$ cat src/rtl/hazard_pkg.sv
// Shared definitions for the decode-stage hazard controller.
// Holds register-file geometry, the forwarding-select encodings that the
// forwarding mux and the hazard logic must agree on, and a source-match helper.
package hazard_pkg;

    localparam int unsigned REG_ADDR_W  = 4;
    localparam int unsigned NUM_REGS    = 16;
    localparam int unsigned STALL_CNT_W = 16;

    typedef logic [REG_ADDR_W-1:0] reg_addr_t;

    // Forwarding-select encodings shared with the EX-stage operand muxes.
    typedef enum logic [1:0] {
        FWD_NONE = 2'b00,
        FWD_WB   = 2'b01,
        FWD_MEM  = 2'b10
    } fwd_sel_e;

    // True when a source that is actually read names a non-x0 producer register.
    function automatic logic src_match(input logic uses, input reg_addr_t rs, input reg_addr_t rd);
        return uses && (rs == rd) && (rd != '0);
    endfunction

endpackage

$ cat src/rtl/hazard_unit_long_op_scoreboard.sv
// Tracks the single in-flight long-latency operation.
// Ports:
//   clk, rst          clock and synchronous active-high reset
//   issue, issue_rd   long op leaves ID this cycle, and its destination
//   pending           one bit per register awaiting a long-unit writeback
//   busy              long op in flight (countdown nonzero)
//   wb_valid          writeback strobe (last countdown cycle)
//   wb_rd             destination latched at issue
module long_op_scoreboard
    import hazard_pkg::*;
#(
    parameter int unsigned LONG_LAT = 4
) (
    input  logic                  clk,
    input  logic                  rst,
    input  logic                  issue,
    input  logic [REG_ADDR_W-1:0] issue_rd,
    output logic [NUM_REGS-1:0]   pending,
    output logic                  busy,
    output logic                  wb_valid,
    output logic [REG_ADDR_W-1:0] wb_rd
);

    localparam int unsigned CNT_W = 4;

    logic [CNT_W-1:0]      cnt_q,     cnt_d;
    logic [NUM_REGS-1:0]   pending_q, pending_d;
    logic [REG_ADDR_W-1:0] rd_q,      rd_d;

    // State register.
    always_ff @(posedge clk) begin
        if (rst) begin
            cnt_q     <= '0;
            pending_q <= '0;
            rd_q      <= '0;
        end else begin
            cnt_q     <= cnt_d;
            pending_q <= pending_d;
            rd_q      <= rd_d;
        end
    end

    // Countdown, pending-bit retire on the strobe edge, load on issue.
    always_comb begin
        cnt_d     = cnt_q;
        pending_d = pending_q;
        rd_d      = rd_q;
        if (cnt_q != '0) begin
            cnt_d = cnt_q - CNT_W'(1);
        end
        if (cnt_q == CNT_W'(1)) begin
            pending_d[rd_q] = 1'b0;
        end
        // Issue is blocked while busy, so it never overlaps the retire above.
        if (issue) begin
            cnt_d = CNT_W'(LONG_LAT);
            rd_d  = issue_rd;
            if (issue_rd != '0) begin
                pending_d[issue_rd] = 1'b1;
            end
        end
    end

    assign pending  = pending_q;
    assign busy     = (cnt_q != '0);
    assign wb_valid = (cnt_q == CNT_W'(1));
    assign wb_rd    = rd_q;

endmodule

$ cat src/rtl/hazard_unit.sv
// Decode-stage hazard controller: load-use and long-op scoreboard stalls,
// taken-branch flushes, and a saturating stall-cycle counter.
// Ports:
//   clk, rst                       clock, synchronous active-high reset
//   id_*                           ID-stage instruction fields
//   ex_rd, ex_mem_read             EX destination and load flag
//   ex_branch_taken                EX resolved a taken branch/jump
//   pc_write, ifid_write           front-end advance enables
//   ifid_flush, idex_bubble        flush IF/ID, insert NOP into ID/EX
//   lu_busy, lu_wb_valid, lu_wb_rd long-unit status and writeback strobe
//   stall_cycles                   saturating stall-cycle count
module hazard_unit
    import hazard_pkg::*;
#(
    parameter int unsigned LONG_LAT = 4
) (
    input  logic                   clk,
    input  logic                   rst,
    input  logic                   id_valid,
    input  logic [REG_ADDR_W-1:0]  id_rs1,
    input  logic [REG_ADDR_W-1:0]  id_rs2,
    input  logic                   id_uses_rs1,
    input  logic                   id_uses_rs2,
    input  logic [REG_ADDR_W-1:0]  id_rd,
    input  logic                   id_reg_write,
    input  logic                   id_long_op,
    input  logic [REG_ADDR_W-1:0]  ex_rd,
    input  logic                   ex_mem_read,
    input  logic                   ex_branch_taken,
    output logic                   pc_write,
    output logic                   ifid_write,
    output logic                   ifid_flush,
    output logic                   idex_bubble,
    output logic                   lu_busy,
    output logic                   lu_wb_valid,
    output logic [REG_ADDR_W-1:0]  lu_wb_rd,
    output logic [STALL_CNT_W-1:0] stall_cycles
);

    logic [NUM_REGS-1:0]    pending;
    logic                   load_use;
    logic                   raw_pend;
    logic                   waw_pend;
    logic                   struct_haz;
    logic                   stall;
    logic                   issue;
    logic [STALL_CNT_W-1:0] stall_cycles_q, stall_cycles_d;

    long_op_scoreboard #(
        .LONG_LAT (LONG_LAT)
    ) u_scoreboard (
        .clk      (clk),
        .rst      (rst),
        .issue    (issue),
        .issue_rd (id_rd),
        .pending  (pending),
        .busy     (lu_busy),
        .wb_valid (lu_wb_valid),
        .wb_rd    (lu_wb_rd)
    );

    // Hazard detection; pending[0] is never set so x0 sources cannot stall.
    always_comb begin
        load_use   = ex_mem_read &&
                     (src_match(id_uses_rs1, id_rs1, ex_rd) ||
                      src_match(id_uses_rs2, id_rs2, ex_rd));
        raw_pend   = (id_uses_rs1 && pending[id_rs1]) ||
                     (id_uses_rs2 && pending[id_rs2]);
        waw_pend   = id_reg_write && (id_rd != '0) && pending[id_rd];
        struct_haz = id_long_op && lu_busy;
        // A taken branch discards the ID instruction, so it overrides any stall.
        stall      = id_valid && !ex_branch_taken &&
                     (load_use || raw_pend || waw_pend || struct_haz);
        issue      = id_valid && id_long_op && !stall && !ex_branch_taken;
    end

    assign pc_write     = !stall;
    assign ifid_write   = !stall;
    assign idex_bubble  = stall || ex_branch_taken;
    assign ifid_flush   = ex_branch_taken;
    assign stall_cycles = stall_cycles_q;

    // Stall-cycle counter register.
    always_ff @(posedge clk) begin
        if (rst) begin
            stall_cycles_q <= '0;
        end else begin
            stall_cycles_q <= stall_cycles_d;
        end
    end

    // Saturating increment.
    always_comb begin
        stall_cycles_d = stall_cycles_q;
        if (stall && (stall_cycles_q != '1)) begin
            stall_cycles_d = stall_cycles_q + STALL_CNT_W'(1);
        end
    end

endmodule

$ cat config.mk
export PLATFORM = sky130hd
export DESIGN_NAME = hazard_unit
export DESIGN_NICKNAME = d
export VERILOG_FILES = /design/src/rtl/hazard_pkg.sv /design/src/rtl/hazard_unit_long_op_scoreboard.sv /design/src/rtl/hazard_unit.sv
export SDC_FILE = /design/constraint.sdc
export NUM_CORES = 1
export LEC_CHECK = 0
export ABC_AREA = 1
export CORE_UTILIZATION = 62
export DETAILED_ROUTE_END_ITERATION = 8
export DONT_BUFFER_PORTS = 1
export PLACE_DENSITY = 0.83
export SETUP_SLACK_MARGIN = 0.02
export SYNTH_ARGS = -nofsm -noshare
export SYNTH_HDL_FRONTEND = slang
export SYNTH_SLANG_ARGS = --single-unit
export TNS_END_PERCENT = 50
$ cat constraint.sdc
create_clock -name clk -period 2.8 [get_ports clk]
set_input_delay 0.56 -clock clk [delete_from_list [all_inputs] [get_ports clk]]
set_output_delay 0.56 -clock clk [all_outputs]
set_load 0.05 [all_outputs]
==> results.md <==
* Routed length per placed instance at 14.16 microns
* Horizontal die dimension at 69.83 microns
* Clock latency of the later-clocked register in the worst-skew pair at approximately 300 ps
* RSZ-0062 raised after global routing: false
* Count of distinct cell types in the synthesized netlist at 28
* Final design utilization at 68.44%
* Yosys warnings at 0
* Final routed DRC violation total at 0
* Slew at the pin closest to its max-slew limit at ~650 ps
* Proportion of synthesized chip area in sequential cells at 28.07%
* Initial DRC Count at 282
* Number of buffer cells added on primary ports at 0
* Layout cells sized above 1 at 6.277%
* Total die area at ~4900 sq um
* Maximum fanout count along the critical path at 3
* Buffer type at the clock tree root: sky130_fd_sc_hd__clkbuf_8
* Initial core utilization at 65.07%
* Post-CTS setup-driven buffer insertion count at 0
* Maximum cell stage delay along the critical path at 330 ps
* Post-synth design cell area at between 2000 and 3000 sq um
* Post-route cell area at 3000 sq um
* CTS tree: yes
* First-pass GRT wire length at 12,350 microns
* Highest-delay cell along the critical path: sky130_fd_sc_hd__dfxtp_1
* Row count at 24
* Average cell area after synthesis at about 6.2 sq um
* Count of buffering cells on the critical path with inverters included at 3
* Final HPWL DP at 5471 microns
* Die Y-Extent at ~70 microns
* Net count of the mapped netlist at 490
* Final Routed Wirelength at ~7300 microns
* Sink Count at 40
* Area after DPL at 2893 sq um
* Source of the critical timing path: u_scoreboard.cnt_q[0]
* Bufs on Longest Clock Path at 2
* Cell type with the highest occurrence count on the critical path: sky130_fd_sc_hd__nand2_2
* Final critical-path share of the clock period at 88.29%
* Flip-flop and latch count after synthesis at 40
* Run status: complete, no violations
* Number of top-level design ports at 51
* Startpoint types: flip-flop
* Reg2Reg Setup Slack at 810 ps
* Final weighted congestion in routability-driven placement at a little under 0.9
* Total leakage power at 0.001245 uW
* Critical-path cell list: inv_1 -> ha_1 -> inv_1 -> nor2_1 -> nand2_2 -> nand2_1 -> nand2_1 -> nor2_4 -> nand3_4 -> nand2_2 -> nand2_2 -> buf_4
* FMAX at 404.5 MHz
* Filler cell count in the final layout at 402
* # diodes at 0
* Top Family by Delay on Critical Path: simple AND/OR/NAND/NOR gates
* Via count at 2,998
* Worst Setup End Kind: output port
* Layout Skew at ~7.2 ps
* Global routing usage summed across all routing layers at a little under a third
* GRT met3 Usage at under 10%
* Max-slew headroom at 56.38%
* CP arrival at 1910 ps
* Core Area at 4384 sq um
* Gate Count Post-Synth at 462
* Area Growth Syn to Fin at 5.176%
* Most Used Layer, Global Route: met2
* Final total power at around 1600 uW
* Cts hold-fix bufs at 0
* Sum of negative setup slack at 0 ps
* Max VDD drop at just under 0.0006 V
* Global routing usage on met1 at about 43%
* Clock buffers created by TritonCTS at 5
* Count of endpoints failing hold in the final timing report at 0
* Number of global-route vias before repair at 2,671
* # resized after CTS at 0
* Power density over the cells at 531.3 nW/um^2
* Post-synth EDFFs at 0
* Total iterations of the first detailed-routing run at 5
* Remaining global-route overflow at 0
* Critical path depth at 12
* Worst flop-to-flop path startpoint: u_scoreboard.cnt_q[0]
* Pin count of the biggest net entering global routing at 32
* Final slew viol count at 0
* Number of nets in the layout at a little under 500
* CP required at 2240 ps
* Post-detailed-route via-to-cell ratio at 5.833
* Setup-failing EPs final at 0
* Worst hold path cell count at 1
* Hold path start: rst
* Primary FF master, synth: sky130_fd_sc_hd__dfxtp_1
* Clk pin slew, worst setup/hold paths at approximately 80 ps
* Shortest period the worst path allows at approximately 2500 ps
* Synth async-reset ratio at 0%
* Initial antenna violation count at 0
* Worst setup path class: reg -> out
* Met2 usage in global routing at 49.04%
* Kind of path behind the tightest hold check: in -> reg
* Worst reg-to-reg path cell count at 13
* Antenna Violating Nets Remaining at 0
* Max-Cap Viols at 0
* H-tree levels at 2
==> registers in the layout (all words and copies together), names as in the netlist <==
name                  count
stall_cycles             16
u_scoreboard.cnt_q        4
u_scoreboard.pending     16
u_scoreboard.wb_rd        4
==> synth_stat cells, types with 2 or more instances <==
| library cell | n | share of area, % |
|---|---|---|
| sky130_fd_sc_hd__nand4_1 | 14 | 3.1 |
| sky130_fd_sc_hd__buf_2 | 6 | 1.1 |
| sky130_fd_sc_hd__inv_2 | 2 | 0.26 |
| sky130_fd_sc_hd__o21ai_1 | 2 | 0.35 |
| sky130_fd_sc_hd__nand3_4 | 2 | 1.2 |
| sky130_fd_sc_hd__nand2_1 | 127 | 17 |
| sky130_fd_sc_hd__xnor2_1 | 6 | 1.8 |
| sky130_fd_sc_hd__dfxtp_1 | 40 | 28 |
| sky130_fd_sc_hd__inv_1 | 45 | 5.9 |
| sky130_fd_sc_hd__buf_4 | 4 | 1.1 |
| sky130_fd_sc_hd__o21ai_0 | 28 | 4.9 |
| sky130_fd_sc_hd__nand3b_1 | 16 | 4.2 |
| sky130_fd_sc_hd__a21oi_1 | 38 | 6.7 |
| sky130_fd_sc_hd__ha_1 | 3 | 1.3 |
| sky130_fd_sc_hd__nor2_1 | 63 | 8.3 |
| sky130_fd_sc_hd__o211ai_1 | 7 | 1.8 |
| sky130_fd_sc_hd__clkbuf_1 | 5 | 0.66 |
| sky130_fd_sc_hd__nand3_1 | 24 | 4.2 |
| sky130_fd_sc_hd__nor3_1 | 8 | 1.4 |
| sky130_fd_sc_hd__buf_6 | 5 | 2.0 |
| sky130_fd_sc_hd__xor2_1 | 10 | 3.1 |
==> kinds of logic after synthesis <==
group                      share of synthesized area (%)
AOI/OAI and AO/OA                                  14.25
xor gates and xnor gates                           4.912
adders and majority gates                          1.316
buffers and inverters                              11.05
DFF                                                28.07
and+or+nand+nor                                    40.40
==> routing by layer <==
metal | wire (microns) | share of wire, % | vias to the layer above
met4 | 78 | 1.1 | 0
met2 | 3265 | 45 | 136
met1 | 3258 | 45 | 1354
met5 | 0 | 0 | -
met3 | 678 | 9.3 | 8
li1 | - | - | 1500
==> path summary, 6_finish.rpt <==
path	end
max	idex_bubble
min	stall_cycles[14]
max reg2reg	stall_cycles[12]
min reg2reg	u_scoreboard.pending[0]
==> layout make-up <==
class                   count  area, sq um  area share (%)
multi-input cells         354         1744           58.13
flip-flops and latches     40        800.8           26.69
inverters                  48        180.2           6.005
repair buffers             12        102.6           3.420
clock buffers               6        72.57           2.419
well taps                  52        65.06           2.168
clock inverters             2        35.03           1.168
==> through the flow <==
stage | hold slack [ps] | worst slack [ps] | cells
finish | 321.1 | 327.9 | 514
global route | 310.1 | 177.9 | 514
CTS | 313.3 | 313.9 | 514
detailed placement | 486.1 | 536.7 | 506
global placement | 484.0 | 548.8 | 506
floorplan | 440.5 | 129.8 | 462
==> cell usage in the layout, fill, tap and decap left out, drive strengths merged <==
cell / n
xnor2: 6
inv: 47
a31oi: 1
clkinv: 2
buf: 12
o211ai: 7
nor4: 1
nand4: 15
o21ai: 30
a21boi: 1
clkbuf: 6
dfxtp: 40
nand2: 128
a21oi: 38
nor2: 64
bufinv: 1
nand3b: 16
nand3: 26
nor3: 8
ha: 3
xor2: 10
==> worst register-to-register path, cell delays in order, from the launching register on <==
cell and delay [ps]:
sky130_fd_sc_hd__dfxtp_1 330, sky130_fd_sc_hd__inv_1 90, sky130_fd_sc_hd__ha_1 170, sky130_fd_sc_hd__inv_1 40, sky130_fd_sc_hd__nor2_1 180, sky130_fd_sc_hd__nand2_2 80
sky130_fd_sc_hd__nand2_1 60, sky130_fd_sc_hd__nand2_1 90, sky130_fd_sc_hd__nor2_4 150, sky130_fd_sc_hd__nand3_4 80, sky130_fd_sc_hd__buf_4 230, sky130_fd_sc_hd__nand3_4 200
sky130_fd_sc_hd__nand2_1 90, sky130_fd_sc_hd__a21oi_1 140
==> power breakdown <==
part	total, uW	internal, uW	switching (uW)
clock network	468	264	204
registers	637	600	37.2
logic	489	159	331
total	1590	1020	572
(Power assumes the default switching activity.)
